<file path="src/rtl/mem_responder.sv">
// Word-addressed memory responder: clears its array after reset, then serves
// single-cycle writes and fixed-latency pipelined reads, flagging bad requests.
module mem_responder #(
   parameter int unsigned DEPTH  = 16,
   parameter int unsigned RD_LAT = 2
) (
   input  logic        clk,
   input  logic        reset,
   input  logic        write,
   input  logic        read,
   input  logic [31:0] addr,
   input  logic [31:0] wdata,
   output logic        ready,
   output logic [31:0] rdata,
   output logic        rvalid,
   output logic        rd_uninit,
   output logic        err,
   output logic [15:0] wr_cnt,
   output logic [15:0] rd_cnt
);

   localparam int unsigned AW   = $clog2(DEPTH);
   localparam int unsigned LAST = RD_LAT - 1;

   typedef enum logic {ST_INIT, ST_RUN} state_t;

   state_t          r_state;
   logic [AW-1:0]   r_idx;
   logic [31:0]     r_mem [DEPTH];
   logic [DEPTH-1:0] r_wflag;

   // read pipeline: one stage per cycle of latency before the output register
   logic            r_pv [RD_LAT];
   logic [31:0]     r_pd [RD_LAT];
   logic            r_pu [RD_LAT];

   logic            w_req;
   logic            w_oob;
   logic            w_bad;
   logic            w_wr;
   logic            w_rd;
   logic [AW-1:0]   w_idx;

   assign w_idx = addr[AW-1:0];
   assign w_oob = (addr >= 32'(DEPTH));
   assign w_req = ready & (write | read);
   assign w_bad = w_req & ((write & read) | w_oob);
   assign w_wr  = ready & write & ~read & ~w_oob;
   assign w_rd  = ready & read & ~write & ~w_oob;

   always_ff @(posedge clk) begin
      if (reset) begin
         r_state   <= ST_INIT;
         r_idx     <= '0;
         ready     <= 1'b0;
         rvalid    <= 1'b0;
         rdata     <= '0;
         rd_uninit <= 1'b0;
         err       <= 1'b0;
         wr_cnt    <= '0;
         rd_cnt    <= '0;
         for (int k = 0; k < int'(RD_LAT); k++) begin
            r_pv[k] <= 1'b0;
            r_pu[k] <= 1'b0;
            r_pd[k] <= '0;
         end
      end else begin
         err <= w_bad;

         r_pv[0] <= w_rd;
         r_pd[0] <= w_rd ? r_mem[w_idx] : 32'd0;
         r_pu[0] <= w_rd & ~r_wflag[w_idx];
         for (int k = 1; k < int'(RD_LAT); k++) begin
            r_pv[k] <= r_pv[k-1];
            r_pd[k] <= r_pd[k-1];
            r_pu[k] <= r_pu[k-1];
         end

         // data and uninit are forced low whenever no read completes
         rvalid    <= r_pv[LAST];
         rdata     <= r_pv[LAST] ? r_pd[LAST] : 32'd0;
         rd_uninit <= r_pv[LAST] & r_pu[LAST];

         case (r_state)
            ST_INIT: begin
               r_mem[r_idx]   <= '0;
               r_wflag[r_idx] <= 1'b0;
               if (r_idx == AW'(DEPTH - 1)) begin
                  r_state <= ST_RUN;
                  ready   <= 1'b1;
               end else begin
                  r_idx <= r_idx + AW'(1);
               end
            end
            ST_RUN: begin
               ready <= 1'b1;
               if (w_wr) begin
                  r_mem[w_idx]   <= wdata;
                  r_wflag[w_idx] <= 1'b1;
                  wr_cnt         <= wr_cnt + 16'd1;
               end
               if (w_rd) begin
                  rd_cnt <= rd_cnt + 16'd1;
               end
            end
            default: r_state <= ST_INIT;
         endcase
      end
   end

endmodule

</file>
<file path="config.mk">
export PLATFORM = sky130hd
export DESIGN_NAME = mem_responder
export DESIGN_NICKNAME = d
export VERILOG_FILES = /design/src/rtl/mem_responder.sv
export SDC_FILE = /design/constraint.sdc
export NUM_CORES = 1
export LEC_CHECK = 0
export CAP_MARGIN = 20
export CORE_UTILIZATION = 30
export DETAILED_ROUTE_END_ITERATION = 16
export REMOVE_ABC_BUFFERS = 1
export SLEW_MARGIN = 30
export SYNTH_ARGS = -nofsm -noshare
export SYNTH_HDL_FRONTEND = slang
export SYNTH_SLANG_ARGS = --single-unit
</file>
<file path="constraint.sdc">
create_clock -name clk -period 5.35 [get_ports clk]
set_input_delay 0.8025 -clock clk [delete_from_list [all_inputs] [get_ports clk]]
set_output_delay 0.8025 -clock clk [all_outputs]
set_load 0.05 [all_outputs]
</file>
==> metrics, run 1 <==
R2R Setup Slk 2.17 ns; DRT Pass-1 Iters 5; critical hold path startpoint r_pd[1][22]; DRT antenna net count 0; clk slew on worst S/H paths 0.06 ns; hold path cells 1; post-route cell area 30310 um^2; asr flop ratio synth 0%; final critical-path required period 3.339 ns; Max-Cap Viols 0; share of cells above drive strength 1 20.49%; Tightest Hold Check Type reg2reg; H-tree level count 3; routed len/inst 22.64 um; YS warnings 0; number of enable flip-flop cells after synthesis 528; register area share after synthesis 74.35%; Die H 291.4 um; CP arrival 3.65 ns; PD cells 360.1 nW/um^2; synthesis-to-finish area growth 20.64%; via density per instance 4.979; core area 82500 um^2; CTS tree built; RSZ-0062 raised after global routing false; Root Driver clkbuf_16; Worst setup EP type flip-flop; Worst Path Required 5.66 ns; post-CTS resize count 0; # hold bufs at CTS 0; Achievable Freq 0.2995 GHz; largest net degree at the start of global routing 96; port bufs 135; Yosys cell types 46; initial drt markers 1054; Setup CP Type in2reg; Slew @ Worst Pin 0.8911 ns; Reg2Reg Capture Point r_mem[15][23]; Post-Syn Instances 1378; clock sinks 669; Pleak 10.47 nW; Worst slew margin 40.60%; Hold EP rdata[22]; Slew Viols, Final 0; GR Overflow Total 0; CP Max Fanout 32; most common cell after layout, fill and taps aside edfxtp_1; antenna diode count 0; Chip Width 291.4 um; Fin Clk Skew 0.02088 ns; die area 84900 um^2; Main synth FF type edfxtp_1; Final Power 0.01091 W; worst r2r src r_state; GP Congestion 0.7947; row cnt 105; nets 1612; post-place setup slack 1.425 ns; initial antenna violation count 4; Initial Utilization 30.45%; Hold Slack 0.4281 ns; Inserted Clock Buffers 71; syn_area_per_cell 18.23 um^2; Final Cycle Share 62.40%; most frequent cells in the layout edfxtp_1, dfxtp_1, mux4_2, clkdlybuf4s50_1, clkbuf_16; worst skew pair latency 0.61 ns; Final Worst Setup Slack 2.011 ns; setup TNS 0 ns; Overall Global Routing Usage 14.24%; placed cell area 27980 um^2; Post-Syn Area 25120 um^2; dpl hpwl 33.32 mm; fillers 7637; global-route wire length before repair 89.89 mm; # DRC 0; vias 13280; Final Hold Viols 0; final WL 60.35 mm; Clock Path Buffers 3; outcome finished clean; worst vdd ir 0.0002144 V; CP startpoint kind input port; post-CTS repair timing setup buffer count 0; # IOs 136; Synth Register Bits 669; worst reg2reg path depth 6; vias in the first global route 13980; setup violators final 0
## synthesized netlist by cell type, types with 2 or more instances
cell type	number	share of area (%)
or3_1	5	0.12
a32o_1	4	0.16
and4b_1	2	0.080
nand2_1	47	0.70
o21ai_0	15	0.30
clkbuf_1	58	0.87
a22oi_1	66	2.0
xnor2_1	21	0.73
nor4_4	3	0.25
or2_2	3	0.075
nor2b_1	42	1.0
nor4_1	19	0.47
nand3_1	11	0.22
edfxtp_1	528	63
a21oi_1	45	0.90
dfxtp_1	141	11
or4_1	5	0.15
nor3_1	11	0.22
xor2_1	3	0.10
nor2_1	49	0.73
o31ai_1	3	0.090
buf_1	9	0.13
and3_1	3	0.075
buf_6	4	0.18
and4_1	4	0.14
nand4_1	11	0.27
mux2i_1	3	0.12
inv_1	7	0.10
a21oi_2	28	0.98
ha_1	6	0.30
mux4_2	132	12
and2_1	69	1.7
buf_2	8	0.16
## critical path, stage by stage
cell	delay, ns
clkdlybuf4s50_1	0.44
nor4_4	0.41
nand4_1	0.28
nor3_2	0.49
buf_4	0.59
and2_1	0.61
## through the flow
step	cells	utilization, %
2_1_floorplan	1299	-
3_3_place_gp	2534	33.88
3_5_place_dp	2535	33.91
4_1_cts	2666	36.73
5_1_grt	2666	36.73
6_report	2666	36.73
## report_power, final
group,total (W),internal [W],switching (W)
Sequential,0.00561,0.00559,0.0000176
Clock,0.00494,0.00288,0.00207
Combinational,0.000360,0.000147,0.000213
## cells by family (layout without fill, tap and decap cells)
| logic type | count (synthesis) | in the layout | share of synthesized area, % |
|---|---|---|---|
| AO/OA/AOI/OAI | 166 | 166 | 4.557 |
| XOR/XNOR | 24 | 24 | 0.8368 |
| adder cells (fa/ha/maj) | 7 | 7 | 0.3387 |
| buffers and inverters | 87 | 305 | 1.459 |
| flip-flops | 669 | 669 | 74.35 |
| multiplexers | 135 | 135 | 11.95 |
| AND/OR/NAND/NOR | 290 | 290 | 6.505 |
## sequential cells by signal, indices dropped and copies added, names as in the netlist, 2 cells and up
| signal | flops |
|---|---|
| r_mem | 512 |
| r_pd | 64 |
| rdata | 32 |
| r_wflag | 16 |
| rd_cnt | 16 |
| wr_cnt | 16 |
| r_idx | 4 |
| r_pu | 2 |
| r_pv | 2 |
## layout make-up
| type | count | area, um^2 | share of cell area (%) |
|---|---|---|---|
| Sequential cell | 669 | 18680 | 61.63 |
| Tap cell | 1070 | 1339 | 4.417 |
| Clock inverter | 41 | 440.4 | 1.453 |
| Inverter | 8 | 30.03 | 0.09908 |
| Clock buffer | 90 | 1889 | 6.234 |
| Multi-Input combinational cell | 622 | 6254 | 20.63 |
| Timing Repair Buffer | 166 | 1678 | 5.536 |
## metal layers
metal	global-route usage, %	wire, um
met1	19.00	26410
met2	23.61	29490
met3	2.848	3323
met4	3.800	1103
met5	0	27
## worst max path at each step
stage	from	end	slack, ns	cells past startpoint
after floorplan	addr[21]	r_mem[10][0]	0.09	5
after global placement	addr[23]	r_mem[4][26]	1.40	9
after detailed placement	addr[31]	r_mem[8][25]	1.42	9
after CTS	addr[31]	r_mem[8][26]	2.05	9
after global routing	addr[21]	r_mem[1][23]	1.90	7
final	addr[15]	r_mem[15][23]	2.01	6
Power figures use the tool's default switching activity.
==> run 2: changes to the inputs <==
clock period = 2.8 ns   (was 5.35 ns; I/O delays follow)
==> run 2 against run 1 <==
Net effect: sequential share of layout area shrank 2.9 points; critical path type is now reg2out; critical endpoint is now wr_cnt[6]; clock skew shrank 0.0015 ns; flip-flop and latch count is the same; largest power group unchanged; sequential power grew 91%; global-route usage shrank 0.15 points; routed wire length shrank 1.5%; cell count grew 3.2%; hold slack lost 0.26 ns; combinational power grew 110%; largest cell class unchanged.
==> metrics, run 2 (synthesized netlist as in run 1, its figures left out) <==
outcome finished clean; Chip Width 291.4 um; Final Worst Setup Slack 0.3903 ns; crit-path leading delay family buffers and inverters; antenna diode count 0; worst r2r src ready; Pleak 11.14 nW; nets 1699; most frequent cells in the layout edfxtp_1, dfxtp_1, mux4_2, clkdlybuf4s50_1, clkbuf_16; DRT Pass-1 Iters 6; Final Hold Viols 0; CP startpoint kind flip-flop; Worst slew margin 47.70%; Worst Path Required 2.38 ns; Slew @ Worst Pin 0.7828 ns; Setup CP Type reg2out; worst reg2reg path depth 6; Hold Slack 0.1698 ns; critical hold path startpoint reset; initial antenna violation count 3; via density per instance 4.917; Reg2Reg Capture Point r_mem[14][9]; setup violators final 0; initial drt markers 951; Overall Global Routing Usage 14.09%; routed len/inst 21.61 um; Clock Path Buffers 3; RSZ-0062 raised after global routing false; post-CTS repair timing setup buffer count 0; R2R Setup Slk 0.64 ns; port bufs 135; CP Buf/Inv Count 1; # DRC 0; clk slew on worst S/H paths 0.06 ns; Crit-path slowest cell clkdlybuf4s50_1; row cnt 105; DRT antenna net count 0; Max-Cap Viols 0; core area 82500 um^2; final WL 59.44 mm; Tightest Hold Check Type in2reg; worst skew pair latency 0.61 ns; worst vdd ir 0.0003674 V; # hold bufs at CTS 0; synthesis-to-finish area growth 26.50%; Worst setup EP type primary output; Inserted Clock Buffers 71; biggest regs r_mem: 512 flops, r_pd: 64 flops, rdata: 32 flops; die area 84900 um^2; dpl hpwl 37.23 mm; Initial Utilization 30.45%; Root Driver clkbuf_16; clock sinks 669; H-tree level count 3; max reg flops 512; most common cell after layout, fill and taps aside edfxtp_1; post-CTS resize count 0; Slew Viols, Final 0; Die H 291.4 um; hold path cells 2; vias 13530; largest net degree at the start of global routing 57; global-route wire length before repair 90.11 mm; final critical-path required period 2.410 ns; GP Congestion 0.7919; CTS tree built; Fin Clk Skew 0.01935 ns; GR Overflow Total 0; Final Cycle Share 86.06%; Top reg by flops r_mem; # IOs 136; post-place setup slack -0.06504 ns; vias in the first global route 14190; share of cells above drive strength 1 25.16%; Crit path largest cell delay 0.87 ns; Achievable Freq 0.4150 GHz; worst-path cell chain clkdlybuf4s50_1; CP arrival 1.99 ns; PD cells 659.1 nW/um^2; Hold EP r_idx[0]; CP Max Fanout 9
run 2: cell count changes in the layout (fill, tap and decap cells not counted), moves of 4 or more:
cell / delta
clkinv_1: -5
inv_6: -4
clkbuf_8: +5
buf_4: +24
buf_12: +64
clkinv_2: +7
clkbuf_1: -6
run 2: final cells by class:
cell class,instances,area (um^2)
Fill cell,7461,50730
Sequential cell,669,18680
Multi-Input combinational cell,622,6254
Timing Repair Buffer,253,3112
Clock buffer,90,1961
Tap cell,1070,1339
Clock inverter,39,405.4
Inverter,8,30.03
run 2: worst max-delay path by stage:
stage                    from           end  slack (ns)  depth (start not counted)
CTS                 wr_cnt[6]     wr_cnt[6]        0.36                          1
finish              wr_cnt[6]     wr_cnt[6]        0.39                          1
global route        wr_cnt[6]     wr_cnt[6]        0.32                          1
floorplan            addr[21]  r_mem[10][0]       -2.08                          5
detailed placement   addr[21]  r_mem[6][25]       -0.07                          8
global placement     addr[31]  r_mem[6][10]       -0.03                          8
run 2: metal layers:
layer	vias up	GRT usage, %	share of wire (%)
met1	7060	19.49	44
met2	427	22.48	47
met4	4	3.825	2.0
met5	-	0	0.030
met3	85	2.886	6.3
li1	5951	-	-
run 2: power by group:
part / internal [W] / leakage, nW / switching [W] / total (W)
registers: 0.0107 / 6.96 / 0.0000342 / 0.0107
clock network: 0.00563 / 1.16 / 0.00385 / 0.00948
logic: 0.000341 / 3.02 / 0.000406 / 0.000747
run 2: metrics by stage:
stage,TNS [ns],utilization (%),total power [W],area [um^2],cells
after floorplan,-1285.74,-,0.01123,24790,1299
after global placement,-3.253,35.65,0.01168,29410,2622
after detailed placement,-10.02,35.65,0.01169,29410,2622
after CTS,0,38.52,0.02123,31780,2751
after global routing,0,38.52,0.02164,31780,2751
final,0,38.52,0.02095,31780,2751
==> run 3: changes to the inputs <==
CELL_PAD_IN_SITES_DETAIL_PLACEMENT = 0   (was unset)
CELL_PAD_IN_SITES_GLOBAL_PLACEMENT = 1   (was unset)
PLACE_DENSITY_LB_ADDON = 0.1   (was unset)
==> run 3 against run 2 <==
Net effect: setup slack got worse by 0.062 ns; first-iteration DRC count fell by 11%; flip-flop and latch count did not move; global-route usage rose by 1.8 points; critical path depth rose by 8; hold slack improved by 0.036 ns; utilization rose by 0.46 points; sequential share of layout area fell by 0.70 points; combinational power rose by 5.8%.
==> metrics, run 3 (synthesized netlist as in run 1, its figures left out) <==
setup TNS 0 ns; DRT Pass-1 Iters 5; CP startpoint kind input port; fillers 7536; final WL 66.82 mm; Top reg by flops r_mem; worst skew pair latency 0.61 ns; Hold EP wr_cnt[14]; # hold bufs at CTS 0; # IOs 136; nets 1734; hold path cells 2; GR Overflow Total 0; Slew Viols, Final 0; post-CTS resize count 0; H-tree level count 3; die area 84900 um^2; share of cells above drive strength 1 25.87%; Achievable Freq 0.4046 GHz; Worst slew margin 40.69%; synthesis-to-finish area growth 28.02%; Worst Path Required 3.10 ns; GP Congestion 0.7317; Slew @ Worst Pin 0.8877 ns; via density per instance 4.809; Overall Global Routing Usage 15.90%; port bufs 135; RSZ-0062 raised after global routing false; Root Driver clkbuf_16; vias 13440; DRT antenna net count 0; most common cell after layout, fill and taps aside edfxtp_1; Chip Width 291.4 um; R2R Setup Slk 0.52 ns; max reg flops 512; CP Max Fanout 16; final critical-path required period 2.472 ns; CTS tree built; Inserted Clock Buffers 78; Initial Utilization 30.45%; Die H 291.4 um; initial antenna violation count 1; Worst setup EP type flip-flop; # DRC 0; CP arrival 2.77 ns; worst reg2reg path depth 6; routed len/inst 23.92 um; clock sinks 669; Final Worst Setup Slack 0.3285 ns; clk slew on worst S/H paths 0.06 ns; Max-Cap Viols 0; post-place setup slack -0.3362 ns; PD cells 666.7 nW/um^2; Pleak 11.34 nW; core area 82500 um^2; Placed Instances 2650; antenna diode count 0; vias in the first global route 14170; critical hold path startpoint reset; Final Power 0.02144 W; Setup CP Type in2reg; Final Cycle Share 88.27%; dpl hpwl 43.24 mm; row cnt 105; Reg2Reg Capture Point r_mem[5][31]; setup violators final 0; worst vdd ir 0.0004331 V; post-CTS repair timing setup buffer count 0; biggest regs r_mem: 512 flops, r_pd: 64 flops, rdata: 32 flops; largest net degree at the start of global routing 37; outcome finished clean; Tightest Hold Check Type in2reg; Layout Cells excl Fill 2794; worst r2r src ready; Clock Path Buffers 3; global-route wire length before repair 98.12 mm; most frequent cells in the layout edfxtp_1, dfxtp_1, mux4_2, clkdlybuf4s50_1, clkbuf_16; Fin Clk Skew 0.01577 ns; Final Hold Viols 0; initial drt markers 844
run 3: changes by cell type in the layout (fill, tap and decap cells not counted), sizes merged:
| cell | delta |
|---|---|
| buf | +28 |
| clkbuf | +19 |
| bufinv | -2 |
| inv | -2 |
| clkinv | +1 |
| clkinvlp | -1 |
run 3: through the flow:
step	cell area [um^2]	utilization, %	hold slack, ns
floorplan	24790	-	0.4057
global placement	29650	35.94	0.4088
detailed placement	29650	35.94	0.4115
CTS	32160	38.98	0.1768
global route	32160	38.98	0.2329
finish	32160	38.98	0.2054
run 3: worst max path at each step:
stage	start	cells past startpoint	to	slack, ns
after global routing	addr[21]	9	r_mem[5][31]	0.18
final	addr[28]	9	r_mem[5][31]	0.33
after CTS	addr[28]	9	r_mem[6][27]	0.30
after detailed placement	addr[28]	9	r_mem[5][22]	-0.34
after global placement	addr[31]	9	r_mem[6][22]	-0.32
after floorplan	addr[21]	5	r_mem[10][0]	-2.08
run 3: metal layers:
metal | GRT usage [%] | up-vias | part of all wire [%]
met5 | 0 | - | 0.027
met4 | 3.941 | 2 | 1.4
met3 | 3.123 | 68 | 5.2
met2 | 25.36 | 330 | 47
met1 | 22.25 | 6990 | 47
li1 | - | 6046 | -
run 3: power by group:
part	switching [W]	internal (W)	total, W
Combinational	0.000431	0.000359	0.000790
Sequential	0.0000332	0.0107	0.0107
Clock	0.00399	0.00594	0.00993
run 3: layout make-up:
type	count	area, um^2	share of cell area, %
flip-flops and latches	669	18680	58.08
clock inverters	35	315.3	0.9804
well taps	1070	1339	4.163
multi-input cells	622	6254	19.44
clock buffers	109	2195	6.824
inverters	8	30.03	0.09337
repair buffers	281	3351	10.42
run 3: critical path, cell delays in order:
cell and delay [ns]:
clkdlybuf4s50_1 0.40, nor4_1 0.32, nand4_1 0.20, buf_4 0.19, nor3_1 0.28, buf_4 0.21, nand2_1 0.23, o21ai_4 0.29
buf_12 0.21
